$ cat src/rtl/prime_pkg.sv
// Shared definitions for the prime-number blocks: default data width and
// the state encoding of the range scanner.
package prime_pkg;

    localparam int W_DEFAULT = 8;

    typedef enum logic [2:0] {
        IDLE,
        ISSUE,
        WAIT,
        STALL,
        FINISH
    } scan_state_t;

endpackage

$ cat src/rtl/prime_fifo.sv
// Small synchronous FIFO holding primes found by the scanner until the
// downstream consumer takes them. Head is forced to zero while empty so the
// stream data output has a defined value out of reset.
module prime_fifo
    import prime_pkg::*;
#(
    parameter int W          = W_DEFAULT,
    parameter int FIFO_DEPTH = 4
) (
    input  logic         clk,
    input  logic         rst,
    input  logic         push,
    input  logic         pop,
    input  logic [W-1:0] din,
    output logic         full,
    output logic         empty,
    output logic [W-1:0] head
);

    localparam int AW = $clog2(FIFO_DEPTH);

    // One extra pointer bit distinguishes full from empty when indices match.
    logic [AW:0]  r_wr_ptr;
    logic [AW:0]  r_rd_ptr;
    logic [W-1:0] r_mem [FIFO_DEPTH];

    // Read/write pointer update; reset empties the FIFO.
    always_ff @(posedge clk or posedge rst) begin
        if (rst) begin
            r_wr_ptr <= '0;
            r_rd_ptr <= '0;
        end else begin
            if (push) r_wr_ptr <= r_wr_ptr + (AW+1)'(1);
            if (pop)  r_rd_ptr <= r_rd_ptr + (AW+1)'(1);
        end
    end

    // Storage write.
    // NOTE: the array is deliberately not reset; entries are only observable
    // once written, and an unreset memory maps onto plain RAM/registers.
    always_ff @(posedge clk) begin
        if (push) r_mem[r_wr_ptr[AW-1:0]] <= din;
    end

    assign empty = (r_wr_ptr == r_rd_ptr);
    assign full  = (r_wr_ptr[AW] != r_rd_ptr[AW]) &&
                   (r_wr_ptr[AW-1:0] == r_rd_ptr[AW-1:0]);
    assign head  = empty ? '0 : r_mem[r_rd_ptr[AW-1:0]];

endmodule

$ cat src/rtl/prime_range_scanner.sv
// Walks an inclusive candidate range, issuing one start per candidate to the
// single-number prime checker, and queues the primes it reports (ascending)
// into a FIFO that drains on a valid/ready stream.
module prime_range_scanner
    import prime_pkg::*;
#(
    parameter int W          = W_DEFAULT,
    parameter int FIFO_DEPTH = 4
) (
    input  logic         clk,
    input  logic         rst,
    input  logic         go,
    input  logic [W-1:0] cfg_lo,
    input  logic [W-1:0] cfg_hi,
    output logic         busy,
    output logic         scan_done,
    output logic [W-1:0] prime_count,
    output logic         chk_start,
    output logic [W-1:0] chk_num,
    input  logic         chk_done,
    input  logic         chk_is_prime,
    output logic         p_valid,
    output logic [W-1:0] p_data,
    input  logic         p_ready
);

    localparam logic [W-1:0] W_ONE = {{(W-1){1'b0}}, 1'b1};

    scan_state_t  r_state;
    logic [W-1:0] r_cur;
    logic [W-1:0] r_hi;
    logic         r_busy;
    logic         r_scan_done;
    logic [W-1:0] r_prime_count;
    logic         r_chk_start;
    logic [W-1:0] r_chk_num;

    logic         w_full;
    logic         w_empty;
    logic         w_pop;
    logic         w_push;
    logic         w_advance;
    logic         w_release;

    assign w_pop = !w_empty && p_ready;

    // A stalled prime may enter the FIFO in the same cycle the head leaves it.
    assign w_release = (r_state == STALL) && (!w_full || w_pop);

    assign w_push    = ((r_state == WAIT) && chk_done && chk_is_prime && !w_full) ||
                       w_release;

    // Verdict fully consumed this cycle: move to the next candidate or finish.
    assign w_advance = ((r_state == WAIT) && chk_done && !(chk_is_prime && w_full)) ||
                       w_release;

    // Scan sequencer with registered checker handshake and status outputs.
    always_ff @(posedge clk or posedge rst) begin
        if (rst) begin
            r_state       <= IDLE;
            r_cur         <= '0;
            r_hi          <= '0;
            r_busy        <= 1'b0;
            r_scan_done   <= 1'b0;
            r_prime_count <= '0;
            r_chk_start   <= 1'b0;
            r_chk_num     <= '0;
        end else begin
            r_scan_done <= 1'b0;
            r_chk_start <= 1'b0;

            if (w_push && (r_prime_count != '1)) begin
                r_prime_count <= r_prime_count + W_ONE;
            end

            case (r_state)
                IDLE: begin
                    if (go) begin
                        r_hi          <= cfg_hi;
                        r_cur         <= cfg_lo;
                        r_prime_count <= '0;
                        if (cfg_lo > cfg_hi) begin
                            r_state     <= FINISH;
                            r_scan_done <= 1'b1;
                        end else begin
                            r_state     <= ISSUE;
                            r_busy      <= 1'b1;
                            r_chk_start <= 1'b1;
                            r_chk_num   <= cfg_lo;
                        end
                    end
                end

                ISSUE: begin
                    r_state <= WAIT;
                end

                WAIT, STALL: begin
                    if (w_advance) begin
                        // Compare before incrementing so hi = all-ones never wraps.
                        if (r_cur == r_hi) begin
                            r_state     <= FINISH;
                            r_busy      <= 1'b0;
                            r_scan_done <= 1'b1;
                        end else begin
                            r_state     <= ISSUE;
                            r_cur       <= r_cur + W_ONE;
                            r_chk_num   <= r_cur + W_ONE;
                            r_chk_start <= 1'b1;
                        end
                    end else if ((r_state == WAIT) && chk_done) begin
                        r_state <= STALL;
                    end
                end

                FINISH: begin
                    r_state <= IDLE;
                end

                default: begin
                    r_state <= IDLE;
                end
            endcase
        end
    end

    prime_fifo #(
        .W          (W),
        .FIFO_DEPTH (FIFO_DEPTH)
    ) u_fifo (
        .clk   (clk),
        .rst   (rst),
        .push  (w_push),
        .pop   (w_pop),
        .din   (r_cur),
        .full  (w_full),
        .empty (w_empty),
        .head  (p_data)
    );

    assign busy        = r_busy;
    assign scan_done   = r_scan_done;
    assign prime_count = r_prime_count;
    assign chk_start   = r_chk_start;
    assign chk_num     = r_chk_num;
    assign p_valid     = !w_empty;

endmodule
$ cat config.mk
export PLATFORM = sky130hd
export DESIGN_NAME = prime_range_scanner
export DESIGN_NICKNAME = d
export VERILOG_FILES = /design/src/rtl/prime_pkg.sv /design/src/rtl/prime_fifo.sv /design/src/rtl/prime_range_scanner.sv
export SDC_FILE = /design/constraint.sdc
export NUM_CORES = 1
export LEC_CHECK = 0
export CAP_MARGIN = 20
export CORE_MARGIN = 4
export CORE_UTILIZATION = 25
export CTS_CLUSTER_SIZE = 12
export DETAILED_ROUTE_END_ITERATION = 12
export PLACE_DENSITY = 0.47
export SKIP_LAST_GASP = 1
export SYNTH_ARGS = -nofsm -noshare
export SYNTH_HDL_FRONTEND = slang
export SYNTH_SLANG_ARGS = --single-unit
$ cat constraint.sdc
create_clock -name clk -period 3.3 [get_ports clk]
set_input_delay 0.99 -clock clk [delete_from_list [all_inputs] [get_ports clk]]
set_output_delay 0.99 -clock clk [all_outputs]
set_load 0.005 [all_outputs]
* Word-level counts from Yosys, hierarchy flattened
Memory sizes are Yosys's and may differ from the RTL's.
Cells that the tools add are included.
** Operators by class
- $add $sub $neg :: 4
- $mul :: 0
- Divide/modulo/power cells :: 0
- $lt $le $gt $ge :: 1
- Equality and inequality tests :: 14
- Shift-type cells :: 0
- Mux-type cells :: 34
- Bitwise gates (word level) :: 0
- Reductions and logical operators :: 23
** Operators by type and width (count)
- $mux 8 :: 9
- $pmux 8 s2 :: 2
- $add 8x1->8 const B :: 2
- $mux 3 :: 5
- $mux 1 :: 14
- $ne 2x2->1 const B :: 5
- $reduce_and 5->1 :: 2
- $logic_and 1x1->1 :: 9
- $pmux 3 s3 :: 1
- $eq 8x8->1 :: 1
- $gt 8x8->1 :: 1
- $ne 8x8->1 const B :: 1
- $add 3x1->3 const B :: 2
- $eq 3x2->1 const B :: 2
- $pmux 1 s2 :: 3
- $reduce_and 2->1 :: 2
- $reduce_and 4->1 :: 1
- $eq 3x1->1 const B :: 1
- $eq 3x3->1 :: 1
- $logic_not 1->1 :: 3
- $logic_not 3->1 :: 1
- $logic_or 1x1->1 :: 3
- $ne 3x3->1 const B :: 1
- $eq 2x2->1 :: 1
- 3 further kinds :: 3
** Storage, ports and cells
- Flip-flop bits (word level) :: 44
- Latch bits :: 0
- RAM bits :: 32
- Bits in read-only memories :: 0
- Bits of input ports :: 22
- Output and inout bits :: 28
- Logic and storage cells :: 87
- Memories kept :: 1
** Memory list
- u_fifo.r_mem :: words 4, width 8, rd ports 1, clocked after Yosys merged registers in 0, write ports 1, line prime_fifo.sv:25 : logic [W-1:0] r_mem [FIFO_DEPTH];

* Depth between registers and ports, before layout
- Word-level depth :: 10
- Mapped depth :: 9
- Gate-level depth less buffers :: 8

* Hierarchy
Synthesis repeated with hierarchy kept, for this count alone.
** Unflattened totals
- Cells, all modules :: 303
- Area total of the unflattened synthesis :: 3738.6 µm²
** Modules (own cells, without submodules)
- prime_range_scanner :: instances 1, cells each 221, area each 2133.3 µm², seq. area each 950.9 µm²
- prime_fifo :: instances 1, cells each 82, area each 1605.3 µm², seq. area each 1111.1 µm²

* Least setup slack after synthesis
OpenSTA, ideal clock, no wires.
- Kind :: in2reg
- From :: input cfg_hi[5]
- To :: register r_chk_num[5] (netlist: chk_num[5])
- Library setup time :: 0.125 ns
- Arrival :: 2.638 ns
- Required time :: 3.175 ns
- Setup slack :: 0.538 ns
- Stages on the path :: 8
- Buffers on the path :: 0
- Path through :: inv_1 > ha_1 > a211oi_1 > nor2_1 > o31ai_1 > o21ai_0 > a22oi_2 > mux2_2
** On the way
- Word-level cells in the longest chain between the ends :: 3
** RTL lines
- start, declared :: line prime_range_scanner.sv:14 : input logic [W-1:0] cfg_hi,
- $gt 8x8->1 :: line prime_range_scanner.sv:82 : if (cfg_lo > cfg_hi) begin
- $ne 2x2->1 (no line)
- $reduce_and 5->1 (no line)
- end signal, assigned :: line prime_range_scanner.sv:89 : r_chk_num <= cfg_lo;
- end signal, assigned :: line prime_range_scanner.sv:108 : r_chk_num <= r_cur + W_ONE;
- end, declared :: line prime_range_scanner.sv:36 : logic [W-1:0] r_chk_num;
Every way passes these cells.
A chain may end at the register's enable or synchronous reset.

* Worst setup path in the final report
- From :: register u_fifo.r_rd_ptr[0]
- To :: output p_data[0]
** On the way
- Word-level cells in the longest chain between the ends :: 2
- Elaborated cells between the ends (all ways) :: 3
- Those cells by class :: eq/ne: 1; mux: 1; memory: 1
** RTL lines
- start, declared :: line prime_fifo.sv:24 : logic [AW:0] r_rd_ptr;
- start signal, assigned :: line prime_fifo.sv:34 : if (pop) r_rd_ptr <= r_rd_ptr + (AW+1)'(1);
- $mem_v2 4x8 or $eq 3x3->1 (tied branches)
- $mux 8 * :: line prime_fifo.sv:48 : assign head = empty ? '0 : r_mem[r_rd_ptr[AW-1:0]];
- end, declared :: line prime_range_scanner.sv:23 : output logic [W-1:0] p_data,
Mark *: on every way between the ends. The rest lies on a longest branch, timed or not.

==> flow_metrics.tcl <==
set metrics [dict create \
    run_status "completed" \
    netlist_instances 306 \
    floorplan.initialDensity_pct 25.8 \
    final_hold_viol_count 0 \
    worst_hold_path_type "reg2reg" \
    synth-main-ff-cell "sky130_fd_sc_hd__dfrtp_1" \
    relative_area_change_from_synthesis_to_final_layout_pct 28.4 \
    critical_path_required_ns 2.31 \
    aggregate_global_route_resource_usage_pct 11.0 \
    worstPathArrival_ns 2.10 \
    register_area_share_after_synthesis_pct 54.6 \
    drt-initial-drc-count 110 \
    post_syn_area_per_cell_um2 12.3 \
    cts_tree "done" \
    finalWirelength_um 8610 \
    syn-cell-area_um2 3770 \
    finalCritPeriodShare_pct 93.6 \
    detailroute.via_count 2512 \
    p_clk_share_pct 20.3 \
    synth.yosys.warnings 0 \
    antenna_found_initial 0 \
    antenna-diode-count 0 \
    h-tree-depth 3 \
    cts.reportedPaths.clkPinSlew_ns 0.06 \
    drtAntennaViolNets 0 \
    final-setup-viol-count 0 \
    gp_congestion 0.762 \
    power_per_standard_cell_area_nw_per_um2 962 \
    pin_count 50 \
    clkSinkCount 76 \
    critical_path_buf_inv_count 2 \
    post-layout-total-power_mw 4.66 \
    critical_path.slowest_cell "sky130_fd_sc_hd__mux4_1" \
    insertion_delay_ns 0.34 \
    hpwl_reported_at_the_end_of_detailed_placement_um 6370 \
    worstSetupPathType "reg2out" \
    ctsLongestPathBuffers 2 \
    post-place-ws_ns -0.00472 \
    drc 0 \
    fmax_mhz 324 \
    ys_async_sr_fraction_pct 57.9 \
    critical_path_peak_fanout 11 \
    internal_power_mw 2.99 \
    timing.critical_path.to_type "primary output" \
    min_period_ns 3.09 \
    crit_path_cell_trace "buf_4, mux4_1, and2_1, clkdlybuf4s50_1" \
    leakage_nw 1.89 \
    tritoncts.num_buffers 9 \
    die_y_um 131 \
    drv_cap 0 \
    global_route.overflow_total 0 \
    finalWorstSetupSlack_ns 0.212 \
    skew_ns 0.00709 \
    cts_root_buf "sky130_fd_sc_hd__clkbuf_16" \
    coreArea_um2 14600 \
    maximum_number_of_pins_on_one_net_before_global_route_repair 45 \
    grt_first_pass_wirelength_um 14200 \
    tightestPinTransition_ns 0.703 \
    critPathTopFamily "buffers and inverters" \
    wl_per_cell_um 15.4 \
    yosysUniqueCellTypes 46 \
    netSwitchingFraction_pct 35.9 \
    share_comb_of_total_power_pct 43.8 \
    die_width_um 131 \
    slowest_delay_ns 0.60 \
    worst_setup_path_start_kind "flop" \
    dr.pass1.iters 4 \
    worst_ir_drop_vdd_mv 0.359 \
    nNetsFinal 406 \
    vias_in_the_first_global_route 2668 \
    rows 44 \
    port_buffers 49 \
    die-area_um2 17100 \
    sequentialPowerShare_pct 35.9 \
    synth-edff-count 32 \
    vias_per_cell 4.50 \
    switchingPower_mw 1.67 \
    timing.final.max_slew_violations 0 \
    synth.ff_latch_count 76 \
    rsz_0062_raised_after_global_routing "no" \
    postSynthNetCount 343 \
    relative_slew_slack_pct 52.7 \
    drive_above_1_share_pct 13.1 \
]
## cells in the mapped netlist (2+ instances only)
cell	instances	area share, %
sky130_fd_sc_hd__xnor2_1	17	3.9
sky130_fd_sc_hd__a31oi_1	3	0.50
sky130_fd_sc_hd__edfxtp_1	32	25
sky130_fd_sc_hd__nor2_1	18	1.8
sky130_fd_sc_hd__and4_1	3	0.70
sky130_fd_sc_hd__o22a_1	7	1.6
sky130_fd_sc_hd__buf_2	2	0.27
sky130_fd_sc_hd__nand4_1	5	0.83
sky130_fd_sc_hd__o211ai_1	2	0.40
sky130_fd_sc_hd__and3_1	4	0.66
sky130_fd_sc_hd__a211oi_1	6	1.2
sky130_fd_sc_hd__a21oi_1	10	1.3
sky130_fd_sc_hd__mux4_1	7	4.9
sky130_fd_sc_hd__o21ai_0	18	2.4
sky130_fd_sc_hd__dfrtp_1	44	29
sky130_fd_sc_hd__a22oi_2	2	0.66
sky130_fd_sc_hd__ha_1	15	5.0
sky130_fd_sc_hd__clkbuf_1	8	0.80
sky130_fd_sc_hd__mux2_2	7	2.1
sky130_fd_sc_hd__nor2b_1	4	0.66
sky130_fd_sc_hd__nand3_1	9	1.2
sky130_fd_sc_hd__nand2_1	25	2.5
sky130_fd_sc_hd__xor2_1	6	1.4
sky130_fd_sc_hd__and2_1	17	2.8
sky130_fd_sc_hd__inv_1	14	1.4
## layout make-up
class,instances,area (µm²)
timing repair buffer,64,616
tap,184,230
sequential,76,2060
clock inverter,7,58.8
clock buffer,9,225
multi-input combinational,204,1600
fill,1472,9800
inverter,14,52.6
## path summary, 6_finish.rpt
kind,from,endpoint,slack (ns),depth (start not counted)
max,u_fifo.r_rd_ptr[0],p_data[0],0.21,4
min,u_fifo.r_wr_ptr[2],u_fifo.r_wr_ptr[2],0.48,1
max reg2reg,r_cur[3],r_cur[6],1.01,5
min reg2reg,u_fifo.r_wr_ptr[2],u_fifo.r_wr_ptr[2],0.48,1
max in group asynchronous,rst,prime_count[1],2.08,3
min in group asynchronous,rst,u_fifo.r_rd_ptr[2],0.99,3
## logic make-up (layout without fill, tap and decap cells)
logic type | Yosys count | after routing | synth area share [%]
AND/OR/NAND/NOR | 90 | 90 | 12.3
flip-flops | 76 | 76 | 54.6
AO/OA/AOI/OAI | 59 | 59 | 11.5
buffers and inverters | 26 | 94 | 2.95
XOR/XNOR | 24 | 24 | 5.77
multiplexers | 16 | 16 | 7.83
adder cells (fa/ha/maj) | 15 | 15 | 4.97
## flip-flops by register name, indices dropped and copies added, names as in the netlist
| signal | flops |
|---|---|
| r_hi | 8 |
| u_fifo.r_wr_ptr | 3 |
| prime_count | 8 |
| busy | 1 |
| u_fifo.r_mem | 32 |
| scan_done | 1 |
| chk_start | 1 |
| chk_num | 8 |
| r_cur | 8 |
| u_fifo.r_rd_ptr | 3 |
| r_state | 3 |
## timing repair
action,4_1_cts,5_1_grt
setup buffers,0,2
setup endpoints to repair,0,8
hold buffers,0,0
resized for setup,0,0
## metrics by stage
stage / cell area [µm²] / hold WS (ns) / instances / utilization, % / setup TNS, ns
after detailed placement: 4550 / 0.476 / 540 / 31.0 / -0.00650
after CTS: 4830 / 0.488 / 556 / 33.0 / 0
after floorplan: 3770 / 0.461 / 306 / - / 0
final: 4840 / 0.483 / 558 / 33.1 / 0
after global routing: 4840 / 0.505 / 558 / 33.1 / 0
after global placement: 4550 / 0.478 / 540 / 31.0 / 0
## placed cells by master (no fill, tap or decap), drive strengths merged, types with 3 or more instances in the layout
master | Yosys | routed
clkdlybuf4s50 | 0 | 49
dfrtp | 44 | 44
edfxtp | 32 | 32
nand2 | 25 | 25
o21ai | 18 | 18
nor2 | 18 | 18
xnor2 | 18 | 18
inv | 14 | 18
and2 | 17 | 17
ha | 15 | 15
buf | 4 | 15
a21oi | 10 | 10
nand3 | 9 | 9
clkbuf | 8 | 9
mux4 | 8 | 8
mux2 | 7 | 7
o22a | 7 | 7
a211oi | 7 | 7
xor2 | 6 | 6
nand4 | 5 | 5
and3 | 5 | 5
nor2b | 4 | 4
and4 | 3 | 3
a31oi | 3 | 3
a22oi | 3 | 3
## power by group through the flow
stage	logic, mW	registers [mW]	clock network (mW)
CTS	2.06	1.68	0.979
finish	2.04	1.67	0.949
detailed placement	2.05	1.70	0
global placement	2.03	1.68	0
floorplan	1.33	1.58	0
global route	2.28	1.73	1.02
## metal layers
metal | vias up | part of all wire [%] | GRT usage (%) | routed length [µm]
li1 | 1255 | - | - | -
met1 | 1201 | 48 | 14.5 | 4120
met2 | 47 | 47 | 17.3 | 4050
met3 | 9 | 3.7 | 3.29 | 322
met4 | 0 | 1.4 | 3.81 | 119
met5 | - | 0 | 0 | 0
No activity file was read; power rests on OpenSTA's default activity.
